### src/rtl/multicycle_ctrl_fsm_pkg.sv
// Shared encodings for the multicycle control FSM and its datapath:
// state codes, opcode constants, mux-select encodings and the control bundle.
package multicycle_ctrl_fsm_pkg;

  localparam int unsigned WAIT_CNT_W = 8;

  typedef enum logic [3:0] {
    ST_FETCH    = 4'd0,
    ST_DECODE   = 4'd1,
    ST_MEMADR   = 4'd2,
    ST_MEMREAD  = 4'd3,
    ST_MEMWB    = 4'd4,
    ST_MEMWRITE = 4'd5,
    ST_EXECR    = 4'd6,
    ST_EXECI    = 4'd7,
    ST_ALUWB    = 4'd8,
    ST_BRANCH   = 4'd9,
    ST_JAL      = 4'd10,
    ST_JALR     = 4'd11,
    ST_FAULT    = 4'd12
  } state_t;

  localparam logic [6:0] OP_LOAD   = 7'b0000011;
  localparam logic [6:0] OP_STORE  = 7'b0100011;
  localparam logic [6:0] OP_RTYPE  = 7'b0110011;
  localparam logic [6:0] OP_ITYPE  = 7'b0010011;
  localparam logic [6:0] OP_BRANCH = 7'b1100011;
  localparam logic [6:0] OP_JAL    = 7'b1101111;
  localparam logic [6:0] OP_JALR   = 7'b1100111;

  localparam logic [1:0] SRC_A_PC    = 2'b00;
  localparam logic [1:0] SRC_A_OLDPC = 2'b01;
  localparam logic [1:0] SRC_A_RS1   = 2'b10;

  localparam logic [1:0] SRC_B_RS2  = 2'b00;
  localparam logic [1:0] SRC_B_IMM  = 2'b01;
  localparam logic [1:0] SRC_B_FOUR = 2'b10;

  localparam logic [1:0] ALU_ADD   = 2'b00;
  localparam logic [1:0] ALU_SUB   = 2'b01;
  localparam logic [1:0] ALU_FUNCT = 2'b10;

  localparam logic [1:0] RES_ALUOUT  = 2'b00;
  localparam logic [1:0] RES_MEMDATA = 2'b01;
  localparam logic [1:0] RES_ALURES  = 2'b10;

  localparam logic [1:0] IMM_I = 2'b00;
  localparam logic [1:0] IMM_S = 2'b01;
  localparam logic [1:0] IMM_B = 2'b10;
  localparam logic [1:0] IMM_J = 2'b11;

  localparam logic ADR_PC  = 1'b0;
  localparam logic ADR_ALU = 1'b1;

  // Registered (Moore) part of the control word.
  typedef struct packed {
    logic       pc_write;
    logic       mem_req;
    logic       mem_we;
    logic       adr_src;
    logic       reg_write;
    logic       fault;
    logic [1:0] alu_src_a;
    logic [1:0] alu_src_b;
    logic [1:0] alu_op;
    logic [1:0] result_src;
    logic [1:0] imm_src;
  } ctrl_t;

endpackage

### src/rtl/multicycle_ctrl_fsm_if.sv
// Memory request/ready handshake between the control FSM and the memory.
interface multicycle_ctrl_fsm_if;
  logic mem_req_o;
  logic mem_we_o;
  logic adr_src_o;
  logic mem_ready_i;

  modport master (
    output mem_req_o,
    output mem_we_o,
    output adr_src_o,
    input  mem_ready_i
  );

  modport slave (
    input  mem_req_o,
    input  mem_we_o,
    input  adr_src_o,
    output mem_ready_i
  );
endinterface

### src/rtl/multicycle_ctrl_fsm_mem_wait_timer.sv
// Counts cycles spent waiting on memory ready and flags the cycle in which
// the MEM_TIMEOUT-th consecutive wait happens.
module multicycle_ctrl_fsm_mem_wait_timer
  import multicycle_ctrl_fsm_pkg::*;
#(
  parameter int unsigned MEM_TIMEOUT = 16
) (
  input  logic clk_i,
  input  logic rst_n_i,
  input  logic clr_i,
  input  logic wait_i,
  output logic timeout_o
);

  localparam logic [WAIT_CNT_W-1:0] TERM_CNT = WAIT_CNT_W'(MEM_TIMEOUT - 1);

  logic [WAIT_CNT_W-1:0] cnt_q, cnt_d;

  // Next count: clear on state entry, step on every unanswered request cycle.
  always_comb begin
    cnt_d = cnt_q;
    if (clr_i) begin
      cnt_d = '0;
    end else if (wait_i && (cnt_q != '1)) begin
      cnt_d = cnt_q + 1'b1;
    end
  end

  // Counter register.
  always_ff @(posedge clk_i) begin
    if (!rst_n_i) begin
      cnt_q <= '0;
    end else begin
      cnt_q <= cnt_d;
    end
  end

  // cnt_q holds waits already elapsed, so this cycle is wait number cnt_q+1.
  assign timeout_o = wait_i && (cnt_q == TERM_CNT);

endmodule

### src/rtl/multicycle_ctrl_fsm.sv
// Multicycle RISC-V style control FSM.
//
// state     | meaning
// ----------+-------------------------------------------------
// FETCH     | read instruction at PC, PC+4 precompute
// DECODE    | branch target precompute, dispatch on opcode
// MEMADR    | load/store address rs1+imm
// MEMREAD   | load data request
// MEMWB     | write load data to rd
// MEMWRITE  | store data request
// EXECR     | ALU rs1 op rs2
// EXECI     | ALU rs1 op imm
// ALUWB     | write ALUOut to rd
// BRANCH    | compare rs1-rs2, take on zero
// JAL/JALR  | link value oldPC+4, redirect PC
// FAULT     | illegal opcode/state or memory timeout, sticky
//
// The Moore control word is registered alongside the state (decoded from the
// next state). pc_write/ir_write also have terms driven by mem_ready_i and
// zero_i. All outputs are forced low while rst_n_i is low.
module multicycle_ctrl_fsm
  import multicycle_ctrl_fsm_pkg::*;
#(
  parameter int unsigned MEM_TIMEOUT = 16
) (
  input  logic                  clk_i,
  input  logic                  rst_n_i,
  input  logic [6:0]            opcode_i,
  input  logic                  zero_i,
  multicycle_ctrl_fsm_if.master mem,
  output logic                  pc_write_o,
  output logic                  ir_write_o,
  output logic                  reg_write_o,
  output logic                  fault_o,
  output logic [1:0]            alu_src_a_o,
  output logic [1:0]            alu_src_b_o,
  output logic [1:0]            alu_op_o,
  output logic [1:0]            result_src_o,
  output logic [1:0]            imm_src_o,
  output logic [3:0]            state_o
);

  state_t state_q, state_d;
  ctrl_t  ctrl_q, ctrl_d, ctrl_out;
  logic   mem_done, mem_wait, timeout, timer_clr;

  function automatic ctrl_t ctrl_decode(input state_t st, input logic [6:0] opc);
    ctrl_t c;
    c = '0;
    case (st)
      ST_FETCH: begin
        c.mem_req    = 1'b1;
        c.adr_src    = ADR_PC;
        c.alu_src_a  = SRC_A_PC;
        c.alu_src_b  = SRC_B_FOUR;
        c.alu_op     = ALU_ADD;
        c.result_src = RES_ALURES;
      end
      ST_DECODE: begin
        c.alu_src_a = SRC_A_OLDPC;
        c.alu_src_b = SRC_B_IMM;
        c.imm_src   = IMM_B;
      end
      ST_MEMADR: begin
        c.alu_src_a = SRC_A_RS1;
        c.alu_src_b = SRC_B_IMM;
        c.imm_src   = (opc == OP_LOAD) ? IMM_I : IMM_S;
      end
      ST_MEMREAD: begin
        c.mem_req = 1'b1;
        c.adr_src = ADR_ALU;
      end
      ST_MEMWB: begin
        c.reg_write  = 1'b1;
        c.result_src = RES_MEMDATA;
      end
      ST_MEMWRITE: begin
        c.mem_req = 1'b1;
        c.mem_we  = 1'b1;
        c.adr_src = ADR_ALU;
      end
      ST_EXECR: begin
        c.alu_src_a = SRC_A_RS1;
        c.alu_src_b = SRC_B_RS2;
        c.alu_op    = ALU_FUNCT;
      end
      ST_EXECI: begin
        c.alu_src_a = SRC_A_RS1;
        c.alu_src_b = SRC_B_IMM;
        c.alu_op    = ALU_FUNCT;
        c.imm_src   = IMM_I;
      end
      ST_ALUWB: begin
        c.reg_write  = 1'b1;
        c.result_src = RES_ALUOUT;
      end
      ST_BRANCH: begin
        c.alu_src_a  = SRC_A_RS1;
        c.alu_src_b  = SRC_B_RS2;
        c.alu_op     = ALU_SUB;
        c.result_src = RES_ALUOUT;
      end
      ST_JAL: begin
        c.alu_src_a  = SRC_A_OLDPC;
        c.alu_src_b  = SRC_B_FOUR;
        c.imm_src    = IMM_J;
        c.pc_write   = 1'b1;
        c.result_src = RES_ALUOUT;
      end
      // Link value oldPC+4 on the ALU; the jump target rs1+imm uses the I immediate.
      ST_JALR: begin
        c.alu_src_a  = SRC_A_OLDPC;
        c.alu_src_b  = SRC_B_FOUR;
        c.imm_src    = IMM_I;
        c.pc_write   = 1'b1;
        c.result_src = RES_ALUOUT;
      end
      default: begin
        c.fault = 1'b1;
      end
    endcase
    return c;
  endfunction

  // Reset gates every output so nothing leaks while rst_n_i is low.
  assign ctrl_out = rst_n_i ? ctrl_q : '0;

  // mem_ready_i only counts while a request is actually being driven.
  assign mem_done  = ctrl_out.mem_req & mem.mem_ready_i;
  assign mem_wait  = ctrl_out.mem_req & ~mem.mem_ready_i;
  assign timer_clr = (state_d != state_q);

  multicycle_ctrl_fsm_mem_wait_timer #(
    .MEM_TIMEOUT(MEM_TIMEOUT)
  ) u_mem_wait_timer (
    .clk_i    (clk_i),
    .rst_n_i  (rst_n_i),
    .clr_i    (timer_clr),
    .wait_i   (mem_wait),
    .timeout_o(timeout)
  );

  // Next-state selection.
  always_comb begin
    state_d = state_q;
    case (state_q)
      ST_FETCH: begin
        if (timeout) begin
          state_d = ST_FAULT;
        end else if (mem_done) begin
          state_d = ST_DECODE;
        end
      end
      ST_DECODE: begin
        case (opcode_i)
          OP_LOAD, OP_STORE: state_d = ST_MEMADR;
          OP_RTYPE:          state_d = ST_EXECR;
          OP_ITYPE:          state_d = ST_EXECI;
          OP_BRANCH:         state_d = ST_BRANCH;
          OP_JAL:            state_d = ST_JAL;
          OP_JALR:           state_d = ST_JALR;
          default:           state_d = ST_FAULT;
        endcase
      end
      ST_MEMADR: begin
        if (opcode_i == OP_LOAD) begin
          state_d = ST_MEMREAD;
        end else if (opcode_i == OP_STORE) begin
          state_d = ST_MEMWRITE;
        end else begin
          state_d = ST_FAULT;
        end
      end
      ST_MEMREAD: begin
        if (timeout) begin
          state_d = ST_FAULT;
        end else if (mem_done) begin
          state_d = ST_MEMWB;
        end
      end
      ST_MEMWRITE: begin
        if (timeout) begin
          state_d = ST_FAULT;
        end else if (mem_done) begin
          state_d = ST_FETCH;
        end
      end
      ST_MEMWB, ST_ALUWB, ST_BRANCH: state_d = ST_FETCH;
      ST_EXECR, ST_EXECI, ST_JAL, ST_JALR: state_d = ST_ALUWB;
      ST_FAULT: state_d = ST_FAULT;
      default:  state_d = ST_FAULT;
    endcase
  end

  // Control word for the state being entered.
  always_comb begin
    ctrl_d = ctrl_decode(state_d, opcode_i);
  end

  // State and registered control word; reset lands in a ready-to-run FETCH.
  always_ff @(posedge clk_i) begin
    if (!rst_n_i) begin
      state_q <= ST_FETCH;
      ctrl_q  <= ctrl_decode(ST_FETCH, OP_LOAD);
    end else begin
      state_q <= state_d;
      ctrl_q  <= ctrl_d;
    end
  end

  assign pc_write_o = ctrl_out.pc_write
                    | ((state_q == ST_FETCH) & mem_done)
                    | (rst_n_i & (state_q == ST_BRANCH) & zero_i);
  assign ir_write_o = (state_q == ST_FETCH) & mem_done;

  assign mem.mem_req_o = ctrl_out.mem_req;
  assign mem.mem_we_o  = ctrl_out.mem_we;
  assign mem.adr_src_o = ctrl_out.adr_src;

  assign reg_write_o  = ctrl_out.reg_write;
  assign fault_o      = ctrl_out.fault;
  assign alu_src_a_o  = ctrl_out.alu_src_a;
  assign alu_src_b_o  = ctrl_out.alu_src_b;
  assign alu_op_o     = ctrl_out.alu_op;
  assign result_src_o = ctrl_out.result_src;
  assign imm_src_o    = ctrl_out.imm_src;
  assign state_o      = state_q;

endmodule

### src/flat_wrapper.sv
// flat-port wrapper written by rule: the top's interface ports become plain ports
module multicycle_ctrl_fsm_flat import multicycle_ctrl_fsm_pkg::*;
#(
  parameter int unsigned MEM_TIMEOUT = 16
)
  (clk_i, rst_n_i, opcode_i, zero_i, pc_write_o, ir_write_o, reg_write_o, fault_o, alu_src_a_o, alu_src_b_o, alu_op_o, result_src_o, imm_src_o, state_o, mem_mem_req_o, mem_mem_we_o, mem_adr_src_o, mem_mem_ready_i);
  multicycle_ctrl_fsm_if mem_i ();
  input  logic clk_i;
  input  logic rst_n_i;
  input  logic [6:0] opcode_i;
  input  logic zero_i;
  output logic pc_write_o;
  output logic ir_write_o;
  output logic reg_write_o;
  output logic fault_o;
  output logic [1:0] alu_src_a_o;
  output logic [1:0] alu_src_b_o;
  output logic [1:0] alu_op_o;
  output logic [1:0] result_src_o;
  output logic [1:0] imm_src_o;
  output logic [3:0] state_o;
  output wire logic [$bits(mem_i.mem_req_o)-1:0] mem_mem_req_o;
  output wire logic [$bits(mem_i.mem_we_o)-1:0] mem_mem_we_o;
  output wire logic [$bits(mem_i.adr_src_o)-1:0] mem_adr_src_o;
  input wire logic [$bits(mem_i.mem_ready_i)-1:0] mem_mem_ready_i;
  assign mem_mem_req_o = mem_i.mem_req_o;
  assign mem_mem_we_o = mem_i.mem_we_o;
  assign mem_adr_src_o = mem_i.adr_src_o;
  assign mem_i.mem_ready_i = mem_mem_ready_i;
  multicycle_ctrl_fsm #(.MEM_TIMEOUT(MEM_TIMEOUT)) u_core (.clk_i(clk_i), .rst_n_i(rst_n_i), .opcode_i(opcode_i), .zero_i(zero_i), .mem(mem_i), .pc_write_o(pc_write_o), .ir_write_o(ir_write_o), .reg_write_o(reg_write_o), .fault_o(fault_o), .alu_src_a_o(alu_src_a_o), .alu_src_b_o(alu_src_b_o), .alu_op_o(alu_op_o), .result_src_o(result_src_o), .imm_src_o(imm_src_o), .state_o(state_o));
endmodule
### config.mk
export PLATFORM = sky130hd
export DESIGN_NAME = multicycle_ctrl_fsm_flat
export DESIGN_NICKNAME = d
export VERILOG_FILES = /design/src/rtl/multicycle_ctrl_fsm_pkg.sv /design/src/rtl/multicycle_ctrl_fsm_if.sv /design/src/rtl/multicycle_ctrl_fsm_mem_wait_timer.sv /design/src/rtl/multicycle_ctrl_fsm.sv /design/src/flat_wrapper.sv
export SDC_FILE = /design/constraint.sdc
export NUM_CORES = 1
export LEC_CHECK = 0
export ABC_AREA = 1
export CAP_MARGIN = 20
export CORE_MARGIN = 3
export CORE_UTILIZATION = 36
export DETAILED_ROUTE_END_ITERATION = 7
export GPL_TIMING_DRIVEN = 0
export PLACE_DENSITY = 0.63
export SYNTH_ARGS = -nofsm -noshare
export SYNTH_HDL_FRONTEND = slang
export SYNTH_HIERARCHICAL = 1
export SYNTH_SLANG_ARGS = --single-unit
export TNS_END_PERCENT = 20
### constraint.sdc
create_clock -name clk_i -period 5.6 [get_ports clk_i]
set_input_delay 0.84 -clock clk_i [delete_from_list [all_inputs] [get_ports clk_i]]
set_output_delay 0.84 -clock clk_i [all_outputs]
set_load 0.005 [all_outputs]
; ---- After elaboration in Yosys (flattened, before gate mapping)
; Cells that the tools add are included.
[word_totals]
inputBits = 11
ff_bits = 28
output_inout_bits = 21
elab_cells = 93
[op_classes]
bitwise = 9
n_mux = 22
eq_ne = 32
n_reduce_logical = 16
addsub = 1
[ops]
columns = op, count
row1 = "4-bit by 3-bit equality test with 1-bit output, second input constant", 8
row2 = "4-bit equality test, second input constant", 8
row3 = 4-bit two-way mux, 8
row4 = 4-bit one-hot mux with 7 select lines, 1
row5 = 4-bit one-hot mux with 6 select lines, 1
row6 = "7-bit equality test, second input constant", 3
row7 = 4-bit one-hot mux with 5 select lines, 1
row8 = "4-bit by 2-bit equality test with 1-bit output, second input constant", 4
row9 = 16-bit two-way mux, 1
row10 = 2-bit OR reduction, 8
row11 = "7-bit by 6-bit equality test with 1-bit output, second input constant", 2
row12 = 12-bit OR reduction, 1
row13 = "8-bit by 1-bit adder with 8-bit output, second input constant", 1
row14 = "4-bit by 1-bit equality test with 1-bit output, second input constant", 2
row15 = "8-bit by 4-bit equality test with 1-bit output, second input constant", 1
row16 = 4-bit logical NOT, 2
row17 = "8-bit inequality test, second input constant", 1
row18 = 2-bit one-hot mux with 2 select lines, 2
row19 = "7-bit by 2-bit equality test with 1-bit output, second input constant", 1
row20 = "7-bit by 5-bit equality test with 1-bit output, second input constant", 1
row21 = 1-bit two-way mux, 7
row22 = 2-bit one-hot mux with 3 select lines, 1
row23 = 3-bit OR reduction, 2
row24 = 1-bit bitwise AND, 5
row25 = other kinds (5), 8

; ---- Logic depth before layout (Yosys ltp)
; Gate-level depths: netlist of the first run.
[depth]
ltp_word = 8
ltp_mapped = 18
depth_no_buf = 17

; ---- Modules after synthesis
; The synthesis of the first run kept the hierarchy.
[modules_own_cells]
columns = module, area_per_inst_um2, seq_area_each_um2, cells_each, instances
row1 = multicycle_ctrl_fsm, 1346.3, 400.4, 227, 1
row2 = multicycle_ctrl_fsm_mem_wait_timer, 483.0, 160.2, 75, 1

; ---- Least setup slack after synthesis of the first run
; No wires, ideal clock.
[synth_path]
path_kind = input to register
startpoint = input rst_n_i
endpoint = register u_core.u_mem_wait_timer.cnt_q[5]
slack_ns = 3.048
t_arrival_ns = 2.488
stages = 17
required_time_ns = 5.536
setup_time_ns = 0.064
cell_sequence = nand2_1 > nor2_1 > buf_4 > nand3_1 > nor4_1 > inv_1 > o21ai_0 > nand2_2 > nand3_2 > nor2_8 > nand2_1 > nand2_1 > nor2_1 > nand2_1 > nor2_4 > nand2_1 > nor2_1
[synth_between]
elab_chain_len = 7
elab_cells_between_ends = 15
classes_between = eq/ne (1) / mux (8) / bitwise (3) / reduce/logical (3)
[synth_lines]
columns = item, line
row1 = from (decl), flat_wrapper.sv:9  ; input logic rst_n_i;
row2 = 16-bit two-way mux *, multicycle_ctrl_fsm.sv:126  ; assign ctrl_out = rst_n_i ? ctrl_q : '0;
row3 = 1-bit bitwise AND *, multicycle_ctrl_fsm.sv:130  ; assign mem_wait = ctrl_out.mem_req & ~mem.mem_ready_i;
row4 = via u_core.mem_wait, multicycle_ctrl_fsm.sv:45  ; logic mem_done, mem_wait, timeout, timer_clr;
row5 = 1-bit logical AND *, multicycle_ctrl_fsm_mem_wait_timer.sv:39  ; assign timeout_o = wait_i && (cnt_q == TERM_CNT);
row6 = via u_core.timeout, multicycle_ctrl_fsm.sv:45
row7 = "4-bit two-way mux, on equally long branches", "multicycle_ctrl_fsm.sv:182, multicycle_ctrl_fsm.sv:148, multicycle_ctrl_fsm.sv:175"
row8 = 4-bit one-hot mux with 7 select lines *, multicycle_ctrl_fsm.sv:146  ; case (state_q)
row9 = 4-bit inequality test *, multicycle_ctrl_fsm.sv:131  ; assign timer_clr = (state_d != state_q);
row10 = via u_core.timer_clr, multicycle_ctrl_fsm.sv:45
row11 = 2-bit OR reduction (no source line) *, -
row12 = to (signal assigned), multicycle_ctrl_fsm_mem_wait_timer.sv:34  ; cnt_q <= cnt_d;
row13 = to (decl), multicycle_ctrl_fsm_mem_wait_timer.sv:17  ; logic [WAIT_CNT_W-1:0] cnt_q, cnt_d;
; Mark *: on every way through the listed nets, which the timed path passes. The rest lies on a longest branch.
; A chain may end at the register's enable or synchronous reset.

; ---- Final worst setup path of the first run
[layout_path]
startpoint = input rst_n_i
endpoint = output fault_o
[layout_between]
elab_chain_len = 1
[layout_lines]
columns = item, line
row1 = 16-bit two-way mux, multicycle_ctrl_fsm.sv:126
row2 = to (decl), flat_wrapper.sv:15  ; output logic fault_o;
; No other way between the ends.

==> reports/metrics.cfg, run 1 <==
[run_status]
status=finished clean

[place]
dpl_cell_area_mm2=0.00222
port_buffers=31
routabilityCongestion=0.821
dp_hpwl_mm=3.17

[timing]
rsz0062_at_grt=no
min_period_ns=3.42
finalClockSkew_ns=0.00211
relSlewSlack=0.744
hold_viol=0
tightest_slew_ns=0.385
max_freq_mhz=292
drv_slew=0
totalNegativeSetupSlack_ns=0
finalSetupViolations=0
fin_crit_sh=0.611

[global_routing]
grt_pass1_wl_mm=7.16
grt_usage=0.145
overflow=0
grt_start_max_net_pins=17
antenna_found_initial=0
first_global_vias=1617

[setup_path]
worstSetupEndpointType=primary output
cp-start-kind=input port
r2r-end=u_core/u_mem_wait_timer/cnt_q[7]$_SDFFE_PP0P_
slowest_delay_ns=0.53
rr_startpoint=u_core/u_mem_wait_timer/cnt_q[0]$_SDFFE_PP0P_
required_ns=4.76
crit_path_start=rst_n_i
crit_slowest_cell=clkdlybuf4s50_1
crit_type=in -> out
regToRegSetupSlack_ns=3.16
cp_data_arrival_time_ns=2.58
path_common_cell=clkdlybuf4s50_1
r2r_cells=15
worst-path-max-fanout=10
path_cells=clkdlybuf4s50_1 -> buf_4 -> clkbuf_1 -> nand2_1 -> inv_1 -> clkdlybuf4s50_1
worstSetupEndpoint=fault_o

[final_layout]
fin_area_mm2=0.00229
syn_to_final_growth_pct=25.4
multi_input_area_mm2=0.00102
drive_gt1_frac=0.139
antenna_cells=0
post-route-util=0.476
n_fill_cell=521
nNetsFinal=350
seqCellArea_um2=561

[yosys]
synth_compound_area_frac=0.0534
netlist_instances=302
synth.yosys.warnings=6
yosys.area_share.simple=0.495
synth_xor_area_frac=0.00479
synthesis.area_mm2=0.00183
yosysSeqAreaShare=0.306
syn_nets=314
synth_top_family_by_area=simple AND/OR/NAND/NOR gates
synth_seq_cells=28
yosys.area_share.adder=0.00684
synthMuxAreaShare=0
syn_avg_cell_area_um2=6.06
synthDistinctLibCells=27

[clock_tree]
root_buffer=clkbuf_8
ctsResizeCount=0
worstSkewPairLatency_ns=0.27
cts_tree=done
cts_setup_buffers=0
htree_levels=1
cts_num_sinks=28
cts.reportedPaths.clkPinSlew_ns=0.09
numCtsBuffers=3
clockBufferDepth=2
ctsHoldBuffers=0

[pwr]
vdd_drop_max_mv=0.129
power.leakage_nw=1.22
power_density_mw_per_mm2=214

[routing]
dr_wl_met3_um=133
wl_per_cell_um=9.71
drc_errors=0
viasPerCell=4.35
ant_nets=0
dr.first_iter.drc_count=65
highest_layer=met4
routed-wl-met2_mm=1.86
num_vias=1758
firstDrtPassIters=4
wl_mm=3.92
wl_met1_mm=1.91

[floorplan]
row_count=25
ios=32
die_w_um=77.3
start_util=0.380
die_y_um=77.3
die_area_mm2=0.00597
core_mm2=0.00482

[job]
cap_violations=0

[worst_hold_path]
hp-class=reg -> reg

## flip-flops by register name, summed over array words and instances (netlist names)
| signal | flops |
|---|---|
| u_core/ctrl_q | 16 |
| u_core/state_o | 4 |
| u_core/u_mem_wait_timer/cnt_q | 8 |
## synth_stat cells (all sizes together)
master / instances / area share
a21oi: 12 / 0.039
a41oi: 1 / 0.0048
buf: 4 / 0.017
clkbuf: 1 / 0.0021
dfxtp: 28 / 0.31
ha: 1 / 0.0068
inv: 56 / 0.11
nand2: 110 / 0.24
nand3: 24 / 0.082
nand3b: 2 / 0.010
nand4: 3 / 0.010
nor2: 53 / 0.14
nor3: 2 / 0.0055
nor4: 1 / 0.0034
o211ai: 1 / 0.0041
o21ai: 2 / 0.0055
xor2: 1 / 0.0048
## per-layer routing
metal  vias up  GRT usage
met5         -          0
met4         0     0.0267
met3         2     0.0282
met2        25      0.244
met1       753      0.193
li1        978          -
## layout by cell type (no fill, tap or decap), drive strengths merged
master	netlist	routed
nand3b	2	2
a21oi	12	12
dfxtp	28	28
nor4	1	1
bufinv	0	1
inv	56	56
a41oi	1	1
ha	1	1
nand4	3	3
nand3	24	24
o211ai	1	1
clkbuf	1	4
o21ai	2	2
buf	4	4
nor3	2	2
clkdlybuf4s50	0	31
nor2	53	53
nand2	110	110
xor2	1	1
## cells by family after synthesis
family	Yosys count
flip-flops	28
XOR/XNOR	1
AND/OR/NAND/NOR	195
buffers and inverters	61
AO/OA/AOI/OAI	16
adder cells (fa/ha/maj)	1
## worst max-delay path, delay by kind of cell
family | cells | cell delay (ns)
and+or+nand+nor | 1 | 0.11
buffers and inverters | 5 | 1.63
## through the flow
stage                     cells  hold slack, ns  total power, mW  setup WS [ns]
after floorplan             302           0.477            0.298           3.05
after global placement      400           0.512            0.338           2.16
after detailed placement    400           0.520            0.339           2.12
after CTS                   404           0.535            0.499           2.15
after global routing        404           0.589            0.527           2.00
final                       404           0.531            0.492           2.18
## power by group
group	switching [mW]	leakage (nW)	internal [mW]
Sequential	0.00775	0.228	0.211
Clock	0.0630	0.0357	0.0957
Combinational	0.0652	0.958	0.0494
Total	0.136	1.22	0.356
## cell type report
type,count,area share
Clock inverter,1,0.0131
Multi-Input combinational cell,213,0.446
Clock buffer,3,0.0180
Tap cell,67,0.0365
Timing Repair Buffer,31,0.135
Buffer,5,0.0153
Sequential cell,28,0.244
Inverter,56,0.0916
## worst min-delay path by stage
| stage | start | to | slack (ns) | depth (start not counted) |
|---|---|---|---|---|
| floorplan | u_core/u_mem_wait_timer/cnt_q[1]$_SDFFE_PP0P_ | u_core/u_mem_wait_timer/cnt_q[1]$_SDFFE_PP0P_ | 0.48 | 2 |
| global placement | u_core/u_mem_wait_timer/cnt_q[1]$_SDFFE_PP0P_ | u_core/u_mem_wait_timer/cnt_q[1]$_SDFFE_PP0P_ | 0.51 | 2 |
| detailed placement | u_core/u_mem_wait_timer/cnt_q[1]$_SDFFE_PP0P_ | u_core/u_mem_wait_timer/cnt_q[1]$_SDFFE_PP0P_ | 0.52 | 2 |
| CTS | u_core/u_mem_wait_timer/cnt_q[1]$_SDFFE_PP0P_ | u_core/u_mem_wait_timer/cnt_q[1]$_SDFFE_PP0P_ | 0.53 | 2 |
| global route | u_core/u_mem_wait_timer/cnt_q[0]$_SDFFE_PP0P_ | u_core/u_mem_wait_timer/cnt_q[0]$_SDFFE_PP0P_ | 0.59 | 2 |
| finish | u_core/u_mem_wait_timer/cnt_q[1]$_SDFFE_PP0P_ | u_core/u_mem_wait_timer/cnt_q[1]$_SDFFE_PP0P_ | 0.53 | 2 |
Note: power is estimated with default switching activity, not from simulation.
==> run 2: changes to the inputs <==
Clock period 5.6 ns to 3.5 ns, I/O delays scaled along.
==> results of run 2 <==
The final DEF is identical to that of run 1. Status: finished clean.
Main changes from that run: setup slack after placement 2.12 ns -> 0.338 ns; setup slack after layout 2.18 ns -> 0.633 ns; end point of the critical path fault_o -> u_core/u_mem_wait_timer/cnt_q[7]$_SDFFE_PP0P_; register-to-register setup slack 3.16 ns -> 1.06 ns; total power 0.492 mW -> 0.787 mW; worst IR drop on VDD 0.129 mV -> 0.206 mV
==> run 3: changes to the inputs <==
Settings changed: PLACE_DENSITY 0.63 to 0.65.
Clock period 3.5 ns to 2.6 ns, I/O delays scaled along.
==> run 3 against run 2 <==
  * Routed wire length up 5.2%
  * Design area rose by 2.3%
  * First-iteration DRC count fell by 23%
  * Sequential power is 35% higher
  * Total power rose by 35%
  * Sequential cell count unchanged
  * Via count up 2.4%
  * Sequential share of layout area is 0.55 points lower
  * Non-clock buffer count increased by 4
  * Register-to-register slack got worse by 0.76 ns
  * Die area is the same
  * Setup slack lost 0.33 ns
==> reports/metrics.cfg, run 3 (same netlist as run 1, synthesis figures left out) <==
[routing]
dr.first_iter.drc_count=50  ; -23%
wl_per_cell_um=10.1  ; +4.2%
drc_errors=0  ; unchanged
num_vias=1800  ; +2.4%
viasPerCell=4.41  ; +1.4%
wl_mm=4.13  ; +5.2%
firstDrtPassIters=4  ; unchanged
ant_nets=0  ; unchanged

[setup_path]
required_ns=2.82
r2r-end=u_core/u_mem_wait_timer/cnt_q[2]$_SDFFE_PP0P_
regToRegSetupSlack_ns=0.30
crit_type=reg -> reg
rr_startpoint=u_core/ctrl_q[14]$_SDFF_PN1_
worst-path-max-fanout=10  ; unchanged
cp-start-kind=flop
cp_data_arrival_time_ns=2.52
worstSetupEndpointType=flop
r2r_cells=17  ; +2

[global_routing]
grt_start_max_net_pins=17  ; unchanged
grt_pass1_wl_mm=7.38  ; +3.1%
first_global_vias=1783  ; +10%
grt_usage=0.149  ; +0.00333
overflow=0  ; unchanged
antenna_found_initial=0  ; unchanged

[pwr]
vdd_drop_max_mv=0.214
switching_power_mw=0.295
sw_frac_of_total=0.277
power_density_mw_per_mm2=454
power.leakage_nw=1.26  ; +3.2%
intPower_mw=0.770
clockPowerShare=0.320  ; -0.002
pwr-share-comb=0.237  ; +0.004
p_seq_frac=0.443  ; about the same

[clock_tree]
htree_levels=1  ; unchanged
numCtsBuffers=3  ; unchanged
root_buffer=clkbuf_8
cts.reportedPaths.clkPinSlew_ns=0.09  ; about the same
cts_tree=done
clockBufferDepth=2  ; unchanged
cts_num_sinks=28  ; unchanged
worstSkewPairLatency_ns=0.27  ; about the same

[final_layout]
post-route-util=0.487  ; +0.0109
final_common_cell=nand2_1
largest_register_ff_count=16  ; unchanged
nNetsFinal=354  ; +1.1%
syn_to_final_growth_pct=28.3
antenna_cells=0  ; unchanged
top_register=u_core/ctrl_q
drive_gt1_frac=0.158  ; +0.0189
n_fill_cell=522  ; +0.19%
final_cell_mix=nand2_1, inv_1, nor2_1

[timing]
drv_slew=0  ; unchanged
fin_crit_sh=0.885
max_freq_mhz=435
hold_viol=0  ; unchanged
min_period_ns=2.30
totalNegativeSetupSlack_ns=0  ; unchanged
tightest_slew_ns=0.451  ; +0.0666 ns
finalClockSkew_ns=0.00246  ; +0.000353 ns
finalSetupViolations=0  ; unchanged
relSlewSlack=0.699  ; -0.0444

[floorplan]
row_count=25  ; unchanged
start_util=0.380  ; unchanged
die_y_um=77.3  ; unchanged
core_mm2=0.00482  ; unchanged
ios=32  ; unchanged
die_area_mm2=0.00597  ; unchanged
die_w_um=77.3  ; unchanged

[place]
dp_hpwl_mm=3.18  ; +0.20%
port_buffers=31  ; unchanged
routabilityCongestion=0.876  ; +6.6%

[worst_hold_path]
hp-class=reg -> reg
min_path_cells=2  ; unchanged
worstHoldStart=u_core/u_mem_wait_timer/cnt_q[1]$_SDFFE_PP0P_
min_to=u_core/u_mem_wait_timer/cnt_q[1]$_SDFFE_PP0P_

[job]
cap_violations=0  ; unchanged

[run_status]
status=finished clean

-- run 3: cell count changes in the layout (fill, tap and decap cells not counted), sizes merged --
| cell | before | now |
|---|---|---|
| clkdlybuf4s50 | 31 | 29 |
| dlymetal6s2s | 0 | 2 |
| buf | 4 | 8 |
-- run 3: how the worst max path moves through the flow --
stage / to / startpoint / cells after the start
after floorplan: u_core/u_mem_wait_timer/cnt_q[2]$_SDFFE_PP0P_ / rst_n_i / 17
after global placement: u_core/u_mem_wait_timer/cnt_q[5]$_SDFFE_PP0P_ / rst_n_i / 18
after detailed placement: u_core/u_mem_wait_timer/cnt_q[2]$_SDFFE_PP0P_ / rst_n_i / 18
after CTS: fault_o / rst_n_i / 6
after global routing: u_core/u_mem_wait_timer/cnt_q[0]$_SDFFE_PP0P_ / u_core/ctrl_q[14]$_SDFF_PN1_ / 17
final: u_core/u_mem_wait_timer/cnt_q[2]$_SDFFE_PP0P_ / u_core/ctrl_q[14]$_SDFF_PN1_ / 17
-- run 3: critical path: stages (launching register included) --
cell and delay (ns):
dfxtp_1 0.36, nand2_2 0.08, nor2_1 0.09, buf_4 0.13, nand3_1 0.12, nor4_4 0.28
inv_2 0.08, o21ai_0 0.10, nand2_2 0.10, nand3_2 0.12, nor2_8 0.07, nand2_1 0.06
nand2_1 0.05, nor2_1 0.09, nand2_1 0.09, nor2_4 0.23, nand2_1 0.08, nor2_1 0.09
-- run 3: area by class of cell --
type | instances | area, µm² | area share
Inverter | 56 | 210 | 0.0896
Timing Repair Buffer | 35 | 345 | 0.147
Clock buffer | 3 | 41.3 | 0.0176
Tap cell | 67 | 83.8 | 0.0357
Clock inverter | 1 | 30.0 | 0.0128
Buffer | 5 | 35.0 | 0.0149
Sequential cell | 28 | 561 | 0.239
Multi-Input combinational cell | 213 | 1040 | 0.443
-- run 3: timing repair --
action                                  in CTS  in global routing
setup buffers                                1                  3
resized for setup                            1                  5
hold endpoints to repair                     0                  0
endpoints found under the setup margin       8                 22
pin swaps                                    1                  2
hold buffers                                 0                  0
-- run 3: through the flow --
step	hold WS [ns]	worst slack [ns]	cells	cell area (µm²)	total power, mW
after floorplan	0.477	0.498	302	1830	0.641
after global placement	0.505	-0.390	400	2220	0.727
after detailed placement	0.503	-0.401	400	2220	0.729
after CTS	0.527	0.0111	405	2310	1.08
after global routing	0.541	-0.00245	408	2350	1.13
final	0.527	0.300	408	2350	1.06
-- run 3: layer usage --
layer | part of all wire | GRT usage | vias to the layer above
met3 | 0.033 | 0.0340 | 2
li1 | - | - | 983
met2 | 0.51 | 0.275 | 24
met5 | 0 | 0 | -
met4 | 0.0034 | 0.0285 | 0
met1 | 0.45 | 0.174 | 791
-- run 3: power by group through the flow --
stage          clock (mW)  combinational, mW  sequential (mW)
2_1_floorplan           0              0.164            0.477
3_3_place_gp            0              0.246            0.481
3_5_place_dp            0              0.248            0.481
4_1_cts             0.357              0.249            0.471
5_1_grt             0.371              0.287            0.475
6_report            0.340              0.252            0.472
